**config.mk**
```make
export PLATFORM = sky130hd
export DESIGN_NAME = ihex_encoder
export DESIGN_NICKNAME = d
export VERILOG_FILES = /design/src/rtl/ihex_encoder.sv
export SDC_FILE = /design/constraint.sdc
export NUM_CORES = 1
export LEC_CHECK = 0
export CAP_MARGIN = 5
export CORE_MARGIN = 2
export CORE_UTILIZATION = 55
export CTS_CLUSTER_SIZE = 40
export DETAILED_ROUTE_END_ITERATION = 12
export GPL_TIMING_DRIVEN = 0
export PLACE_DENSITY = 0.82
export SYNTH_ARGS = -nofsm -noshare
export SYNTH_HDL_FRONTEND = slang
export SYNTH_SLANG_ARGS = --single-unit
```
**constraint.sdc**
```tcl
create_clock -name clock -period 7.2 [get_ports clock]
set_input_delay 0.72 -clock clock [delete_from_list [all_inputs] [get_ports clock]]
set_output_delay 0.72 -clock clock [all_outputs]
set_load 0.1 [all_outputs]
```
**src/rtl/ihex_encoder.sv**
```systemverilog
// Packs addressed bytes into Intel HEX records and streams them as uppercase ASCII, one char per accepted write_done.
// Emits a type-04 record whenever the upper address changes; finish appends an optional type-05 record, then EOF.
module ihex_encoder #(
    parameter int RECORD_BYTES = 16
) (
    input  logic        clock,
    input  logic        reset,
    input  logic        we_in,
    input  logic [7:0]  data_in,
    input  logic [31:0] address_in,
    input  logic        flush,
    input  logic        finish,
    input  logic        start_valid,
    input  logic [31:0] start_address,
    output logic        ready_out,
    output logic        we_out,
    output logic [7:0]  char_out,
    input  logic        write_done,
    output logic        done
);
    localparam int         AW    = (RECORD_BYTES > 1) ? $clog2(RECORD_BYTES) : 1;
    localparam logic [7:0] REC_N = 8'(RECORD_BYTES);

    typedef enum logic [2:0] {
        COLLECT, EMIT_ELA, EMIT_DATA, EMIT_START, EMIT_EOF, DONE
    } state_t;

    state_t      state_q;
    logic [7:0]  buf_q [RECORD_BYTES];
    logic [31:0] base_q;
    logic [7:0]  count_q;
    logic [15:0] ela_q;
    logic        ela_vld_q;
    logic        hold_vld_q;
    logic [7:0]  hold_dat_q;
    logic [31:0] hold_addr_q;
    logic        fin_q;
    logic        pend_q;
    logic        sv_q;
    logic [31:0] sa_q;
    logic [9:0]  idx_q;
    logic [7:0]  csum_q;
    logic        we_out_q;
    logic        ready_q;
    logic        done_q;
    logic [7:0]  char_q;

    logic [7:0]  rec_len, rec_type, data_byte, cur_byte, nxt_char;
    logic [15:0] rec_addr;
    logic [9:0]  last_idx, nxt_idx, byte_k, data_k, payload_end;
    logic [3:0]  nib;
    logic        hi_nib, add_csum;

    logic [31:0] base_end, base_d;
    logic [7:0]  count_d;
    logic        contig, take, app, disc, full, trig_data, stale_c, stale_h;
    logic        char_acc, rec_end, reload;
    logic        buf_we;
    logic [AW-1:0] buf_wa;
    logic [7:0]  buf_wd;

    function automatic logic [7:0] hex_char(input logic [3:0] n);
        hex_char = (n < 4'd10) ? (8'h30 + {4'h0, n}) : (8'h37 + {4'h0, n});
    endfunction

    // Character sequencer: idx_q is the char on char_out; byte k of the record sits at chars 2k+1, 2k+2.
    always_comb begin
        rec_len  = 8'd0;
        rec_addr = 16'd0;
        rec_type = 8'h01;
        case (state_q)
            EMIT_ELA:   begin rec_len = 8'd2; rec_type = 8'h04; end
            EMIT_DATA:  begin rec_len = count_q; rec_addr = base_q[15:0]; rec_type = 8'h00; end
            EMIT_START: begin rec_len = 8'd4; rec_type = 8'h05; end
            default:    ;
        endcase
        last_idx    = {1'b0, rec_len, 1'b0} + 10'd12;
        nxt_idx     = idx_q + 10'd1;
        byte_k      = {1'b0, idx_q[9:1]};
        data_k      = byte_k - 10'd4;
        hi_nib      = ~idx_q[0];
        payload_end = {2'b00, rec_len} + 10'd4;
        data_byte   = 8'h00;
        case (state_q)
            EMIT_ELA:  data_byte = data_k[0] ? ela_q[7:0] : ela_q[15:8];
            EMIT_DATA: begin
                if (data_k < 10'(RECORD_BYTES)) data_byte = buf_q[data_k[AW-1:0]];
            end
            EMIT_START: begin
                case (data_k[1:0])
                    2'd0:    data_byte = sa_q[31:24];
                    2'd1:    data_byte = sa_q[23:16];
                    2'd2:    data_byte = sa_q[15:8];
                    default: data_byte = sa_q[7:0];
                endcase
            end
            default: ;
        endcase
        case (byte_k)
            10'd0:   cur_byte = rec_len;
            10'd1:   cur_byte = rec_addr[15:8];
            10'd2:   cur_byte = rec_addr[7:0];
            10'd3:   cur_byte = rec_type;
            default: cur_byte = (byte_k == payload_end) ? (8'd0 - csum_q) : data_byte;
        endcase
        nib = hi_nib ? cur_byte[7:4] : cur_byte[3:0];
        if (nxt_idx == last_idx)              nxt_char = 8'h0A;
        else if (nxt_idx == last_idx - 10'd1) nxt_char = 8'h0D;
        else                                  nxt_char = hex_char(nib);
        add_csum = hi_nib && (byte_k < payload_end);
    end

    always_comb begin
        base_end  = base_q + {24'd0, count_q};
        contig    = (address_in == base_end) && (address_in[31:16] == base_q[31:16]);
        take      = (state_q == COLLECT) && we_in;
        app       = take && ((count_q == 8'd0) || contig);
        disc      = take && !app;
        count_d   = count_q + {7'd0, app};
        base_d    = (count_q == 8'd0) ? address_in : base_q;
        full      = app && (count_d == REC_N);
        trig_data = full || disc || ((state_q == COLLECT) && (flush || finish) && (count_d != 8'd0));
        stale_c   = !ela_vld_q || (base_d[31:16] != ela_q);
        stale_h   = !ela_vld_q || (hold_addr_q[31:16] != ela_q);
        char_acc  = we_out_q && write_done;
        rec_end   = char_acc && (idx_q == last_idx);
        reload    = rec_end && (state_q == EMIT_DATA) && hold_vld_q;
        buf_we    = app || reload;
        buf_wa    = app ? count_q[AW-1:0] : '0;
        buf_wd    = app ? data_in : hold_dat_q;
    end

    always_ff @(posedge clock) begin
        if (buf_we) buf_q[buf_wa] <= buf_wd;
    end

    always_ff @(posedge clock or posedge reset) begin
        if (reset) begin
            state_q     <= COLLECT;
            base_q      <= 32'd0;
            count_q     <= 8'd0;
            ela_q       <= 16'd0;
            ela_vld_q   <= 1'b0;
            hold_vld_q  <= 1'b0;
            hold_dat_q  <= 8'd0;
            hold_addr_q <= 32'd0;
            fin_q       <= 1'b0;
            pend_q      <= 1'b0;
            sv_q        <= 1'b0;
            sa_q        <= 32'd0;
            idx_q       <= 10'd0;
            csum_q      <= 8'd0;
            we_out_q    <= 1'b0;
            ready_q     <= 1'b1;
            done_q      <= 1'b0;
            char_q      <= 8'h00;
        end else begin
            case (state_q)
                COLLECT: begin
                    if (app) begin
                        count_q <= count_d;
                        base_q  <= base_d;
                    end
                    if (disc) begin
                        hold_vld_q  <= 1'b1;
                        hold_dat_q  <= data_in;
                        hold_addr_q <= address_in;
                        pend_q      <= flush && !finish;
                    end
                    if (finish) begin
                        fin_q <= 1'b1;
                        sv_q  <= start_valid;
                        sa_q  <= start_address;
                    end
                    if (trig_data || finish) begin
                        ready_q  <= 1'b0;
                        we_out_q <= 1'b1;
                        char_q   <= 8'h3A;
                        idx_q    <= 10'd0;
                        csum_q   <= 8'd0;
                    end
                    if (trig_data) begin
                        if (stale_c) begin
                            state_q   <= EMIT_ELA;
                            ela_q     <= base_d[31:16];
                            ela_vld_q <= 1'b1;
                        end else begin
                            state_q <= EMIT_DATA;
                        end
                    end else if (finish) begin
                        state_q <= start_valid ? EMIT_START : EMIT_EOF;
                    end
                end
                EMIT_ELA, EMIT_DATA, EMIT_START, EMIT_EOF: begin
                    if (char_acc && !rec_end) begin
                        idx_q  <= nxt_idx;
                        char_q <= nxt_char;
                        if (add_csum) csum_q <= csum_q + cur_byte;
                    end else if (rec_end) begin
                        // Default: chain straight into the next record's ':'.
                        char_q <= 8'h3A;
                        idx_q  <= 10'd0;
                        csum_q <= 8'd0;
                        case (state_q)
                            EMIT_ELA: state_q <= EMIT_DATA;
                            EMIT_DATA: begin
                                count_q <= 8'd0;
                                if (hold_vld_q) begin
                                    hold_vld_q <= 1'b0;
                                    pend_q     <= 1'b0;
                                    base_q     <= hold_addr_q;
                                    count_q    <= 8'd1;
                                    if (fin_q || pend_q || (REC_N == 8'd1)) begin
                                        if (stale_h) begin
                                            state_q   <= EMIT_ELA;
                                            ela_q     <= hold_addr_q[31:16];
                                            ela_vld_q <= 1'b1;
                                        end else begin
                                            state_q <= EMIT_DATA;
                                        end
                                    end else begin
                                        state_q  <= COLLECT;
                                        we_out_q <= 1'b0;
                                        ready_q  <= 1'b1;
                                        char_q   <= 8'h00;
                                    end
                                end else if (fin_q) begin
                                    state_q <= sv_q ? EMIT_START : EMIT_EOF;
                                end else begin
                                    state_q  <= COLLECT;
                                    we_out_q <= 1'b0;
                                    ready_q  <= 1'b1;
                                    char_q   <= 8'h00;
                                end
                            end
                            EMIT_START: state_q <= EMIT_EOF;
                            default: begin
                                state_q  <= DONE;
                                we_out_q <= 1'b0;
                                done_q   <= 1'b1;
                                char_q   <= 8'h00;
                            end
                        endcase
                    end
                end
                default: ;
            endcase
        end
    end

    assign ready_out = ready_q;
    assign we_out    = we_out_q;
    assign char_out  = char_q;
    assign done      = done_q;
endmodule

```
==> flow_summary.ini <==
[final_layout]
drive_above_1_share_pct = 13.31
syn_to_final_growth_pct = 15.52
post-route-cell-area_um2 = 20080
final_util_pct = 64.14
fin_cells = 2213
fin_nets = 1903

[route]
wirelength_mm = 53.41
vias_per_cell = 6.620
drc = 0
dr.first_iter.drc_count = 1946
wire_per_inst_um = 24.13
vias = 14650
drt_pass1_iterations = 6
antenna_left = 0

[job]
max_cap_violations = 0

[worst_setup_path]
critPathArrivalTime_ns = 7.35
cpMaxStageDelayCell = or4_1
worstSetupEndpointType = flop
path_cells = ha_1, fa_1, xor2_1, or4_1, or4b_1, or4_1, nor4b_2, nand4_2, o21ai_4, nand2_2, inv_1, ha_1, buf_2, nand3_1, nor4b_1, o21ai_0, nand2_1, o211ai_1, a21oi_2, o31ai_4, clkbuf_1, or4_1, o211ai_1
worst-path-max-fanout = 10
worstPathRequired_ns = 7.70
path_class = reg -> reg
crit_top_cell = or4_1
slowest_delay_ns = 0.54
startpoint_type = flop

[synthesis]
synth_fp_nets = 1763
synth_area_per_cell_um2 = 10.57
netlist_instances = 1645
synth_cell_types = 89
yosysWarnings = 0
ys_ff_latch = 292
ys_dominant_reg_cell = dfrtp_1
ys_seq_area_share_pct = 45.72
synth_top_area_cell = dfrtp_1
synth_area_leaders = dfrtp_1 (23%), edfxtp_1 (22%), nand2_1 (5.1%)
synth_enable_flop_cells = 128
synth_top_area_share_pct = 23.46
syn_area_um2 = 17380
synth-async-reset-ratio_pct = 56.16

[place]
post-place-ws_ns = -0.2805
placed_cell_area_um2 = 18950
dpl.cell_count = 2147
gp_congestion = 0.9744
dp_hpwl_mm = 39.42
io_buffers = 87

[global_route]
grt_pass1_wl_mm = 82.62
grt_usage_pct = 32.33
grt-ovfl-total = 0
antenna_found_initial = 2
first_global_vias = 14140
grt_max_degree = 100

[hold_path]
hold_class = reg -> reg

[clock_network]
clkLatencyLatePin_ns = 0.60
hold_buffers = 0
cts_buffer_depth = 3
clkSlewWorstSetupHoldPaths_ns = 0.07
cts.sinks = 292
cts_tree = done
numCtsBuffers = 31
root_buffer = clkbuf_16
htree_levels = 1

[timing]
fmax_ghz = 0.1460
finalHoldViolations = 0
fin_crit_sh_pct = 95.12
setup_tns_ns = 0
fin_skew_ns = 0.01728
worstMarginPinSlew_ns = 1.242
layout_setup_ws_ns = 0.3516
fin_crit_ns = 6.848
drv_slew = 0
setup_violations = 0
holdWs_ns = 0.4759
relSlewSlack_pct = 16.42

[die]
die_area_um2 = 33050
die_width_um = 181.8
num_rows = 65
io_pins = 90
start_util_pct = 55.52
die_h_um = 181.8
core_um2 = 31310

[pwr]
p_leak_nw = 7.741
ir_drop_v = 0.0002715
powerDensity_nw_per_um2 = 390.2
power_mw = 7.837

[status]
outcome = completed
==> cells by family (layout without fill, tap and decap cells) <==
| family | after synthesis | count (layout) | synth area share [%] |
|---|---|---|---|
| compound gates | 367 | 367 | 14.54 |
| mux | 155 | 155 | 12.21 |
| buf+inv | 156 | 321 | 3.771 |
| simple gates | 514 | 514 | 14.74 |
| xor+xnor | 121 | 121 | 6.096 |
| flops | 292 | 292 | 45.72 |
| fa+ha+maj | 39 | 39 | 2.893 |
| other cells | 1 | 2 | 0.02157 |
==> layout make-up <==
class                      count  area, um2
fill                        2376      11230
multi-input combinational   1197       8875
sequential                   292       7950
timing repair buffer         107       1031
clock buffer                  34      787.0
tap                          402      503.0
buffer                       107      473.0
clock inverter                24      270.3
inverter                      49      191.4
antenna                        1      2.502
==> flip-flops by register name, summed over array words and instances, names as in the netlist, 8 cells and up <==
| name | count |
|---|---|
| base_q | 32 |
| buf_q | 128 |
| count_q | 8 |
| csum_q | 8 |
| ela_q | 16 |
| hold_addr_q | 32 |
| hold_dat_q | 8 |
| idx_q | 10 |
| sa_q | 32 |
==> metal layers <==
layer,routed length [um],up-vias,global-route usage (%)
met5,0,-,0
li1,-,6433,-
met4,2422,0,13.17
met3,5640,183,6.498
met2,23750,879,49.52
met1,21590,7155,45.39
==> cells in the final DEF (no fill, tap or decap), drive strengths merged, types with 9 or more instances in the layout <==
master         netlist  final
dfrtp              163    163
xnor2               70     70
nor3                37     37
edfxtp             128    128
a21o                12     12
a31oi               16     16
o211ai              35     35
inv                 48     52
nand3               42     42
buf                 31     50
mux2i               55     55
nand4               20     20
ha                  37     37
o21a                13     13
clkbuf              76    111
mux2                61     61
mux4                39     39
xor2                51     51
nand2              238    238
a2bb2oi              9      9
or3                  9      9
or4                 21     21
a21oi               69     69
nor2                52     52
o21ai               85     85
clkinv               1     13
o22ai                9      9
a22oi               22     22
clkdlybuf4s50        0     87
nor4                27     27
a211oi              27     27
nor2b                9      9
==> cell usage after synthesis (39+ instances only) <==
library cell,number
a21oi_1,69
clkbuf_1,76
dfrtp_1,163
edfxtp_1,128
inv_1,48
mux2_2,59
mux2i_1,55
mux4_2,39
nand2_1,236
nand3_1,41
nor2_1,51
o21ai_0,82
xnor2_1,70
xor2_1,51
==> final timing paths <==
kind	from	endpoint	slack, ns	depth (start not counted)
setup / recovery	count_q[0]	ela_q[10]	0.35	23
hold / removal	sa_q[1]	sa_q[1]	0.48	2
setup reg to reg	count_q[0]	ela_q[10]	0.35	23
hold reg to reg	sa_q[1]	sa_q[1]	0.48	2
max in group asynchronous	reset	char_out[1]	5.68	3
min in group asynchronous	reset	base_q[25]	0.60	2
==> worst max-delay path, delay by kind of cell (launching register included) <==
| family | cells | cell delay, ns |
|---|---|---|
| AOI/OAI and AO/OA | 6 | 1.05 |
| xor gates and xnor gates | 1 | 0.17 |
| adders and majority gates | 3 | 0.93 |
| buffers and inverters | 3 | 0.63 |
| DFF | 1 | 0.49 |
| and+or+nand+nor | 10 | 3.47 |
==> where the power goes <==
part / internal (mW) / total, mW / switching (mW)
registers: 2.16 / 2.53 / 0.372
clock network: 0.973 / 1.68 / 0.708
logic: 1.34 / 3.63 / 2.29
==> timing repair <==
action | in CTS | in global routing
setup endpoints to repair | 42 | 47
gates resized for setup | 3 | 4
hold endpoints to repair | 0 | 0
pin swaps | 0 | 2
setup buffers | 0 | 3
(Power assumes the default switching activity.)
